## src/rtl/uart_tx_fifo.sv

```systemverilog
// uart_tx_fifo: character FIFO feeding a UART-framed serial shifter.
// Each character goes out as: start bit (0), DWIDTH data bits LSB-first,
// an optional parity bit, then STOP_BITS stop bits (1). Whenever more
// characters are queued, frames follow each other with no idle gap.
//
// Ports:
//   clk      system clock, rising edge
//   reset    asynchronous, active-low reset
//   wr_en    push strobe, one character per cycle
//   wr_data  character to push
//   full     FIFO holds DEPTH characters
//   empty    FIFO holds no characters
//   count    current FIFO occupancy
//   busy     transmitter is not in IDLE
//   overflow sticky flag: a push was dropped because the FIFO was full
//   tx       registered serial line, idle high
module uart_tx_fifo #(
  parameter int DWIDTH       = 7,
  parameter int DEPTH        = 16,
  parameter int CLKS_PER_BIT = 4,
  parameter int STOP_BITS    = 1,
  parameter int PARITY       = 0
) (
  input  logic                       clk,
  input  logic                       reset,
  input  logic                       wr_en,
  input  logic [DWIDTH-1:0]          wr_data,
  output logic                       full,
  output logic                       empty,
  output logic [$clog2(DEPTH+1)-1:0] count,
  output logic                       busy,
  output logic                       overflow,
  output logic                       tx
);

  localparam int AW   = $clog2(DEPTH);
  localparam int CNTW = $clog2(DEPTH+1);
  localparam int CW   = (CLKS_PER_BIT > 1) ? $clog2(CLKS_PER_BIT) : 1;
  localparam int BW   = $clog2(DWIDTH+1);

  localparam logic [CNTW-1:0] FULL_CNT  = CNTW'(DEPTH);
  localparam logic [CW-1:0]   BAUD_LAST = CW'(CLKS_PER_BIT-1);
  localparam logic [BW-1:0]   DATA_LAST = BW'(DWIDTH-1);
  localparam logic [BW-1:0]   STOP_LAST = BW'(STOP_BITS-1);

  // Reject configurations the framing logic cannot represent.
  if (PARITY < 0 || PARITY > 2) begin : g_bad_parity
    $fatal(1, "uart_tx_fifo: PARITY must be 0, 1 or 2");
  end
  if (STOP_BITS < 1 || STOP_BITS > 2) begin : g_bad_stop
    $fatal(1, "uart_tx_fifo: STOP_BITS must be 1 or 2");
  end
  if (DEPTH < 2 || (DEPTH & (DEPTH-1)) != 0) begin : g_bad_depth
    $fatal(1, "uart_tx_fifo: DEPTH must be a power of two >= 2");
  end
  if (CLKS_PER_BIT < 1 || DWIDTH < 1) begin : g_bad_timing
    $fatal(1, "uart_tx_fifo: CLKS_PER_BIT and DWIDTH must be >= 1");
  end

  typedef enum logic [2:0] {
    S_IDLE, S_START, S_DATA, S_PAR, S_STOP
  } state_t;

  state_t              state;
  logic [DWIDTH-1:0]   mem [DEPTH];
  logic [AW-1:0]       wr_ptr, rd_ptr;
  logic [CW-1:0]       baud_cnt;
  logic [BW-1:0]       bit_cnt;
  logic [DWIDTH-1:0]   shift, shift_next, head;
  logic                par_bit, head_par;
  logic                push, pop, bit_end;

  assign full    = (count == FULL_CNT);
  assign empty   = (count == '0);
  assign busy    = (state != S_IDLE);
  assign push    = wr_en && !full;
  assign bit_end = (baud_cnt == BAUD_LAST);
  // A pop only ever happens on the last cycle of a frame or from IDLE, so
  // the next frame's start bit directly follows the previous stop bit.
  assign pop     = !empty && ((state == S_IDLE) ||
                   (state == S_STOP && bit_end && bit_cnt == STOP_LAST));

  assign head       = mem[rd_ptr];
  assign head_par   = (PARITY == 2) ? ~^head : ^head;
  assign shift_next = shift >> 1;

  // NOTE: the character store carries no reset; pointers and count define
  // which entries are valid, so clearing the array would only cost logic.
  always_ff @(posedge clk) begin
    if (push) mem[wr_ptr] <= wr_data;
  end

  // NOTE: every sequential block uses non-blocking assignments so all
  // registers update from the same pre-edge values, avoiding order races.
  always_ff @(posedge clk or negedge reset) begin
    if (!reset) begin
      wr_ptr   <= '0;
      rd_ptr   <= '0;
      count    <= '0;
      overflow <= 1'b0;
    end else begin
      if (push) wr_ptr <= wr_ptr + 1'b1;
      if (pop)  rd_ptr <= rd_ptr + 1'b1;
      case ({push, pop})
        2'b10:   count <= count + 1'b1;
        2'b01:   count <= count - 1'b1;
        default: count <= count;
      endcase
      // A pop in the same cycle does not make room for a push into a full FIFO.
      if (wr_en && full) overflow <= 1'b1;
    end
  end

  // Framing FSM. tx is registered and always set to the level of the bit
  // the FSM is entering, so it changes exactly on bit boundaries.
  always_ff @(posedge clk or negedge reset) begin
    if (!reset) begin
      state    <= S_IDLE;
      baud_cnt <= '0;
      bit_cnt  <= '0;
      shift    <= '0;
      par_bit  <= 1'b0;
      tx       <= 1'b1;
    end else begin
      if (state != S_IDLE) baud_cnt <= bit_end ? '0 : baud_cnt + 1'b1;
      case (state)
        S_IDLE: begin
          tx <= 1'b1;
          if (pop) begin
            state    <= S_START;
            tx       <= 1'b0;
            baud_cnt <= '0;
            shift    <= head;
            par_bit  <= head_par;
          end
        end
        S_START: begin
          if (bit_end) begin
            state   <= S_DATA;
            tx      <= shift[0];
            bit_cnt <= '0;
          end
        end
        S_DATA: begin
          if (bit_end) begin
            if (bit_cnt == DATA_LAST) begin
              bit_cnt <= '0;
              if (PARITY != 0) begin
                state <= S_PAR;
                tx    <= par_bit;
              end else begin
                state <= S_STOP;
                tx    <= 1'b1;
              end
            end else begin
              bit_cnt <= bit_cnt + 1'b1;
              shift   <= shift_next;
              tx      <= shift_next[0];
            end
          end
        end
        S_PAR: begin
          if (bit_end) begin
            state   <= S_STOP;
            tx      <= 1'b1;
            bit_cnt <= '0;
          end
        end
        S_STOP: begin
          if (bit_end) begin
            if (bit_cnt == STOP_LAST) begin
              bit_cnt <= '0;
              if (pop) begin
                state   <= S_START;
                tx      <= 1'b0;
                shift   <= head;
                par_bit <= head_par;
              end else begin
                state <= S_IDLE;
                tx    <= 1'b1;
              end
            end else begin
              bit_cnt <= bit_cnt + 1'b1;
            end
          end
        end
        default: begin
          state <= S_IDLE;
          tx    <= 1'b1;
        end
      endcase
    end
  end

endmodule

```

## config.mk

```make
export PLATFORM = sky130hd
export DESIGN_NAME = uart_tx_fifo
export DESIGN_NICKNAME = d
export VERILOG_FILES = /design/src/rtl/uart_tx_fifo.sv
export SDC_FILE = /design/constraint.sdc
export NUM_CORES = 1
export LEC_CHECK = 0
export CORE_AREA = 2 2 121 152
export CTS_CLUSTER_SIZE = 30
export DETAILED_ROUTE_END_ITERATION = 16
export DIE_AREA = 0 0 123 154
export GPL_TIMING_DRIVEN = 1
export PLACE_DENSITY = 0.56
export SYNTH_ARGS = -nofsm -noshare
export SYNTH_HDL_FRONTEND = slang
export SYNTH_SLANG_ARGS = --single-unit
```

## constraint.sdc

```tcl
create_clock -name clk -period 6.3 [get_ports clk]
set_clock_uncertainty 0.1 [all_clocks]
set_input_delay 0.945 -clock clk [delete_from_list [all_inputs] [get_ports clk]]
set_output_delay 0.945 -clock clk [all_outputs]
set_load 0.01 [all_outputs]
```

; ---- After elaboration in Yosys (flattened, before gate mapping)
; Memory sizes are Yosys's and may differ from the RTL's.
; Cells that the tools add are included.
[totals]
register_bits = 30
mem_bits_rw = 112
input_bits = 10
out_inout_bits = 10
elab_cells = 90
memories = 1
[classes]
add_sub_neg = 6
n_eq_ne = 18
n_mux = 36
n_reduce_logical = 20
[mem_list]
columns = memory, words, width, rd, rd_clocked_by_memory_dff, write_ports, line_no
row1 = mem, 16, 7, 1, 0, 1, 65  ; logic [DWIDTH-1:0] mem [DEPTH];
[ops]
columns = op, n
row1 = 2-to-1 mux 3 bit, 12
row2 = 2-to-1 mux 7 bit, 5
row3 = case mux 7 bit (3 select lines), 1
row4 = case mux 3 bit (5 select lines), 1
row5 = inequality test 2 bit (second input constant), 7
row6 = 2-to-1 mux 1 bit, 10
row7 = case mux 5 bit (2 select lines), 1
row8 = AND reduction 5 bit, 2
row9 = case mux 3 bit (3 select lines), 1
row10 = nonzero test 3 bit, 3
row11 = adder 4 x 1 -> 4 bit (second input constant), 2
row12 = 2-to-1 mux 2 bit, 4
row13 = AND reduction 7 bit, 1
row14 = == test 3 x 2 -> 1 bit (second input constant), 2
row15 = == test 3 bit (second input constant), 2
row16 = zero test 3 bit, 2
row17 = adder 5 x 1 -> 5 bit (second input constant), 1
row18 = == test 5 bit (second input constant), 1
row19 = logical AND 1 bit, 5
row20 = zero test 5 bit, 1
row21 = case mux 1 bit (5 select lines), 1
row22 = subtractor 5 x 1 -> 5 bit (second input constant), 1
row23 = == test 2 bit (second input constant), 2
row24 = inequality test 2 x 1 -> 1 bit (second input constant), 2
row25 = 9 further kinds, 10

; ---- Longest topological paths before layout
[logic_depth]
depth_word = 9
ltp_mapped = 15
depth_no_buf = 12

; ---- Worst setup path after synthesis
; Ideal clock, no wire load.
[synth_path]
path_kind = register to register
startpoint = reg count[2]
endpoint = reg count[4]
arrival_time_ns = 2.619
t_required_ns = 6.076
path_slack_ns = 3.457
stages_incl_launch_ff = 16
path_buffers = 3
period_less_slack_ns = 2.843
cell_sequence = dfrtp_1 > buf_2 > nor4_4 > nand2_1 > and2_1 > buf_2 > inv_1 > ha_1 > clkbuf_1 > xor2_1 > ha_1 > nor2b_1 > o21ai_0 > a31oi_1 > nor2_1 > xnor2_1
[synth_via]
elab_chain_cells = 5
elab_cells_between_ends = 12
cone_classes = add/sub (2) / eq/ne (3) / mux (1) / reduce/logical (6)
[synth_rtl]
columns = item, line_no
row1 = "start, declared", 30  ; output logic [$clog2(DEPTH+1)-1:0] count,
row2 = "start signal, assigned", 105  ; 2'b10: count <= count + 1'b1;
row3 = "start signal, assigned", 106  ; 2'b01: count <= count - 1'b1;
row4 = "start signal, assigned", 107  ; default: count <= count;
row5 = == test 5 bit or zero test 5 bit (tied branches), "73, 74"
row6 = "zero test 1 bit, on equally long branches", "76, 80"
row7 = "logical AND 1 bit, on equally long branches", "76, 80"
row8 = == test 2 x 1 -> 1 bit or == test 2 bit (tied branches), 104  ; case ({push, pop})
row9 = case mux 5 bit (2 select lines) or nonzero test 2 bit (tied branches), -
; Parallel ways exist; a longest one is shown, timed or not.
; A chain may end at the register's enable or synchronous reset.

; ---- Final worst setup path
[layout_path]
startpoint = reg count[2]
endpoint = out empty
[layout_via]
elab_chain_cells = 1
[layout_rtl]
columns = item, line_no
row1 = zero test 5 bit, 74  ; assign empty = (count == '0);
row2 = "end, declared", 29  ; output logic empty,
; Every way passes these cells.

==> impl_metrics.csv <==
group,metric,value,unit
yosys,synth_area_per_cell,16.5,sq um
place,place.gp.congestion,0.755,
finish,fin_nets,409,
place,post-place-cells,591,
sta,hold_viol_final,0,
job,cap_violations,0,
critical_path,endpoint,"empty",
drt,wirelength,11400,um
yosys,netlist_area,0.00599,sq mm
drt,viasPerCell,5.05,
grt,antenna_found_initial,0,
clocking,cts_hold_buf,0,
drt,dr.pass1.iters,4,
finish,layout_common_cells,"112 x edfxtp_1, 29 x nor2_1, 28 x mux4_2, 28 x dfrtp_1, 24 x a21oi_1",
critical_path,worst_setup_path_start_kind,"register",
floorplan,die_area,0.0189,sq mm
floorplan,die_w,123,um
critical_path,cp-end-kind,"output pin",
place,hpwl,7410,um
floorplan,ios,20,
sta,hold_ws,0.360,ns
sta,fin_crit,3.11,ns
yosys,ys_ff_latch,142,
finish,final_common_cell,"edfxtp_1",
power,p_leak,2.36,nW
critical_path,startpoint,"count[2]$_DFFE_PN0P_",
hold_path,hp-class,"register to register",
critical_path,crit_required,5.25,ns
critical_path,r2r_cells,11,
sta,max_slew_margin,0.282,
sta,tns,0,ns
drt,wl_per_cell,18.3,um
sta,worst_pin_slew,1.07,ns
yosys,synth.distinct_cells,49,
grt,first_global_vias,3304,
floorplan,core_area,0.0174,sq mm
drt,ant_nets,0,
yosys,syn_inst,364,
floorplan,rows,54,
drt,drt-initial-drc-count,288,
drt,vias,3142,
clocking,clk_latency,0.41,ns
critical_path,r2r-start,"baud_cnt[0]$_DFF_PN0_",
sta,final_max_slew_viol_count,0,
drt,drc_errors,0,
power,finalPower,3.35,mW
power,power-per-cell-area,481,mW/mm^2
yosys,yosysWarnings,0,
status,status,"completed",
clocking,cts_sinks,142,
floorplan,die_y,154,um
critical_path,r2r_end,"count[4]$_DFFE_PN0P_",
finish,design_area,0.00697,sq mm
yosys,synth_fp_nets,387,
clocking,clock_path_buffers,2,
sta,fmax,321,MHz
finish,drive_above_1_share,0.183,
place,io_buffers,19,
place,dpl-instance-area,0.00638,sq mm
grt,track_usage,0.132,
clocking,clk_pin_slew,0.06,ns
sta,setup_viol,0,
grt,grt_pass1_wl,18300,um
clocking,cts_made_buffers,17,
critical_path,cp.arrival,2.07,ns
finish,n_antenna_cell,0,
finish,stdcell_count,622,
hold_path,min-delay-start,"overflow$_DFFE_PN0P_",
grt,overflow,0,
floorplan,initial_core_util,0.344,
yosys,yosysSeqAreaShare,0.686,
critical_path,r2r_setup_slack,3.33,ns
power,vdd_drop_max,0.231,mV
critical_path,critPathKind,"register to output pin",
finish,area.growth.synth_to_final,16.3,%
grt,grt_max_degree,32,
sta,finalCritPeriodShare,0.494,
clocking,htreeDepth,4,
clocking,cts_tree,"built",
clocking,cts_resized,0,
critical_path,path_max_fanout,8,
clocking,cts-root-buf,"clkbuf_16",
sta,rsz0062_at_grt,"no",
clocking,post_cts_buffers,0,
sequential cells by signal (all words and copies together), names as in the netlist:
signal	count
count	5
mem	112
rd_ptr	4
state	3
tx	1
bit_cnt	3
wr_ptr	4
baud_cnt	2
overflow	1
shift	7
worst min-delay path by stage:
| stage | slack [ns] | endpoint | depth (start not counted) |
|---|---|---|---|
| floorplan | 0.35 | baud_cnt[0]$_DFF_PN0_ | 1 |
| finish | 0.36 | overflow$_DFFE_PN0P_ | 1 |
| global route | 0.39 | overflow$_DFFE_PN0P_ | 1 |
| detailed placement | 0.35 | overflow$_DFFE_PN0P_ | 1 |
| CTS | 0.36 | overflow$_DFFE_PN0P_ | 1 |
| global placement | 0.34 | overflow$_DFFE_PN0P_ | 1 |
final cells by class:
cell class	instances	area, sq um
well taps	224	280
fillers	1576	10500
inverters	12	45.0
clock buffers	17	425
flip-flops and latches	142	4120
clock inverters	14	169
repair buffers	21	205
multi-input cells	192	1730
metal layers:
metal | vias up | share of wire | global-route usage
li1 | 1455 | - | -
met1 | 1610 | 0.44 | 0.168
met2 | 62 | 0.51 | 0.218
met3 | 15 | 0.035 | 0.0330
met4 | 0 | 0.016 | 0.0471
met5 | - | 0 | 0
power breakdown:
part / switching (mW) / total [mW] / internal [mW]
Clock: 0.389 / 1.01 / 0.621
Combinational: 0.499 / 0.971 / 0.472
Sequential: 0.184 / 1.37 / 1.19
Total: 1.07 / 3.35 / 2.28
worst max-delay path, cell delays in order, from the launching register on:
cell	delay, ns
dfrtp_1	0.49
nor4_4	0.41
and2_1	0.22
clkdlybuf4s50_1	0.54
metrics by stage:
step,setup slack (ns),util
6_report,3.19,0.400
5_1_grt,2.96,0.400
4_1_cts,3.14,0.400
3_5_place_dp,2.79,0.366
3_3_place_gp,2.84,0.366
2_1_floorplan,3.46,-
cells in the mapped netlist, drive strengths merged:
cell / count / share of area
nor4: 1 / 0.0035
nand3b: 1 / 0.0019
mux4: 28 / 0.11
nor2b: 3 / 0.0031
a22oi: 13 / 0.016
o32ai: 1 / 0.0015
o21ai: 7 / 0.0058
a31o: 1 / 0.0029
clkbuf: 7 / 0.0044
nor3b: 2 / 0.0033
ha: 13 / 0.027
nand4b: 1 / 0.0015
o221ai: 1 / 0.0015
o21bai: 1 / 0.0013
or2: 1 / 0.0015
a221oi: 1 / 0.0044
o21a: 2 / 0.0025
nand2: 18 / 0.012
edfxtp: 112 / 0.56
nor2: 29 / 0.018
mux2: 2 / 0.0038
a211oi: 1 / 0.0013
dfstp: 1 / 0.0044
o211ai: 1 / 0.0013
inv: 12 / 0.0075
nand3: 1 / 0.00083
xnor2: 7 / 0.010
mux2i: 1 / 0.0017
a22o: 4 / 0.0058
dfrtp: 29 / 0.12
a21oi: 25 / 0.021
xor2: 5 / 0.0073
a21o: 2 / 0.0025
nand4: 2 / 0.0021
nand2b: 4 / 0.0042
nor3: 5 / 0.0042
and2: 3 / 0.0031
o22ai: 2 / 0.0021
buf: 11 / 0.013
a31oi: 2 / 0.0021
o2bb2ai: 1 / 0.0015
kinds of logic after synthesis:
family / synth area share
xor gates and xnor gates: 0.0175
AOI/OAI and AO/OA: 0.0741
and+or+nand+nor: 0.0591
adders and majority gates: 0.0271
muxes: 0.111
buffers and inverters: 0.0250
DFF: 0.686
Power figures use the tool's default switching activity.
==> patch (same flow settings) <==
Change the parameter `PARITY` from 0 to 1.
--- a/src/rtl/uart_tx_fifo.sv
+++ b/src/rtl/uart_tx_fifo.sv
@@ -21,3 +21,3 @@
   parameter int STOP_BITS    = 1,
-  parameter int PARITY       = 0
+  parameter int PARITY       = 1
 ) (
Check against the original RTL: no difference found for any inputs over 10 cycles, from zero or initial values and one cycle with reset low; that may be too few to reach the edited logic, so the function may still have changed.
==> patch against the original RTL <==
  * Sequential power down 4%
  * Synthesized area up 2.8%
  * Register-to-register slack worse by 0.57 ns
  * Total power up 3.5%
  * Setup slack worse by 0.43 ns
  * Wire length up 2.0%
  * Sequential cell count up 1
  * Non-clock buffer count up 6
  * Final area up 2.8%
  * Critical path type is now reg2reg
  * Critical endpoint is now count[4]$_DFFE_PN0P_
  * Largest cell class unchanged
  * Largest power group unchanged
==> patch: results (changes against the original RTL) <==
- Worst-case vdd ir drop: 176.4 µV (-24%)
- Layout cells sized above 1: 0.1311 (-0.05235)
- Seq/Total Area, Yosys: 0.6722 (-0.01434)
- DRT iter0 DRCs: 213 (-26%)
- CP arrival: 3.75 ns (+1.68 ns)
- Fraction of registers with async set/reset: 0.2168 (+0.005516)
- List of most frequent post-synthesis cells: edfxtp_1 (112), dfrtp_1 (30), nor2_1 (30)
- Outcome: complete, no violations
- Met1 Routed Length: 5034 µm (-0.47%)
- Reg2reg path depth: 12 (+1)
- Crit path largest cell delay: 0.78 ns (+0.24 ns)
- Vias/cell: 5.105 (+1.1%)
- DP Wirelength: 7774 µm (+4.9%)
- Static Leak: 2.568 nW (+8.7%)
- Routed wl met3: 383 µm (-4.5%)
- FF-to-FF setup slack: 2.76 ns (-0.57 ns)
- Vias in the first global route: 3,341 (+1.1%)
- Critical path type: reg2reg
- First-pass GRT wire length: 18,310 µm (about the same)
- Max_slew headroom: 0.4084 (+0.1261)
- Crit Path Max Fanout: 10 (+2)
- Critical path's slowest cell: a221oi_2
- FMAX: 282.6 MHz (-12%)
- Cell variety after synth: 47 (-4.1%)
- Fin nets: 423 (+3.4%)
- Met2 WL: 6040 µm (+4.9%)
- Gpl congestion: 0.7985 (+5.7%)
- Ranking of synthesized cells by area: edfxtp_1 (55%), dfrtp_1 (12%), mux4_1 (8.5%)
- Syn_nets: 393 (+1.6%)
- WL per Instance: 18.29 µm (-0.26%)
- Setup slack at placement: 2.586 ns (-0.2056 ns)
-- patch: changes by cell type after synthesis, moves of 3 or more --
cell,change
a22o_1,-3
a21oi_1,-12
buf_2,-4
mux4_2,-20
nand2_1,+8
mux4_1,+20
mux2i_1,+8
nand3_1,+3
o31ai_1,+3
-- patch: critical path: cells and delay by family, from the launching register on --
family                   cells  cell delay, ns
adder cells (fa/ha/maj)      3            0.98
AO/OA/AOI/OAI                4            1.31
flip-flops                   1            0.37
XOR/XNOR                     3            0.40
AND/OR/NAND/NOR              2            0.25
-- patch: per-stage QoR --
stage               area [µm²]  total power, mW  instances
floorplan                 6160            2.240        370
global placement          6598            2.511        605
detailed placement        6598            2.543        605
CTS                       7167            3.514        636
global route              7167            3.683        636
finish                    7167            3.469        636
-- patch: kinds of logic after synthesis --
logic type               after synthesis  share of synthesized area
buffers and inverters                 26                    0.02112
AO/OA/AOI/OAI                         48                    0.05302
adder cells (fa/ha/maj)               13                    0.02641
flip-flops                           143                     0.6722
AND/OR/NAND/NOR                       81                    0.05891
XOR/XNOR                              18                    0.03128
multiplexers                          41                     0.1371
-- patch: worst min-delay path by stage --
stage / slack (ns) / to / depth (start not counted) / from
detailed placement: 0.37 / overflow$_DFFE_PN0P_ / 1 / overflow$_DFFE_PN0P_
global route: 0.40 / overflow$_DFFE_PN0P_ / 1 / overflow$_DFFE_PN0P_
global placement: 0.34 / overflow$_DFFE_PN0P_ / 1 / overflow$_DFFE_PN0P_
floorplan: 0.36 / baud_cnt[0]$_DFF_PN0_ / 1 / baud_cnt[0]$_DFF_PN0_
CTS: 0.39 / overflow$_DFFE_PN0P_ / 1 / overflow$_DFFE_PN0P_
finish: 0.37 / overflow$_DFFE_PN0P_ / 1 / overflow$_DFFE_PN0P_
-- patch: metal layers --
layer,vias up,GRT usage
li1,1507,-
met1,1668,0.1617
met2,57,0.2268
met3,15,0.04562
met4,0,0.04329
met5,-,0
-- patch: layout make-up --
class	instances	area, µm²	share of cell area
Clock buffer	18	429.2	0.05988
Clock inverter	13	140.1	0.01955
Inverter	10	37.54	0.005237
Multi-Input combinational cell	201	1889	0.2636
Sequential cell	143	4140	0.5777
Tap cell	224	280.3	0.03911
Timing Repair Buffer	27	250.2	0.03492
-- patch: power by group --
part / internal, mW / switching, mW / leakage [nW]
logic: 0.601 / 0.597 / 0.905
clock network: 0.582 / 0.381 / 0.281
registers: 1.19 / 0.115 / 1.38
total: 2.38 / 1.09 / 2.57
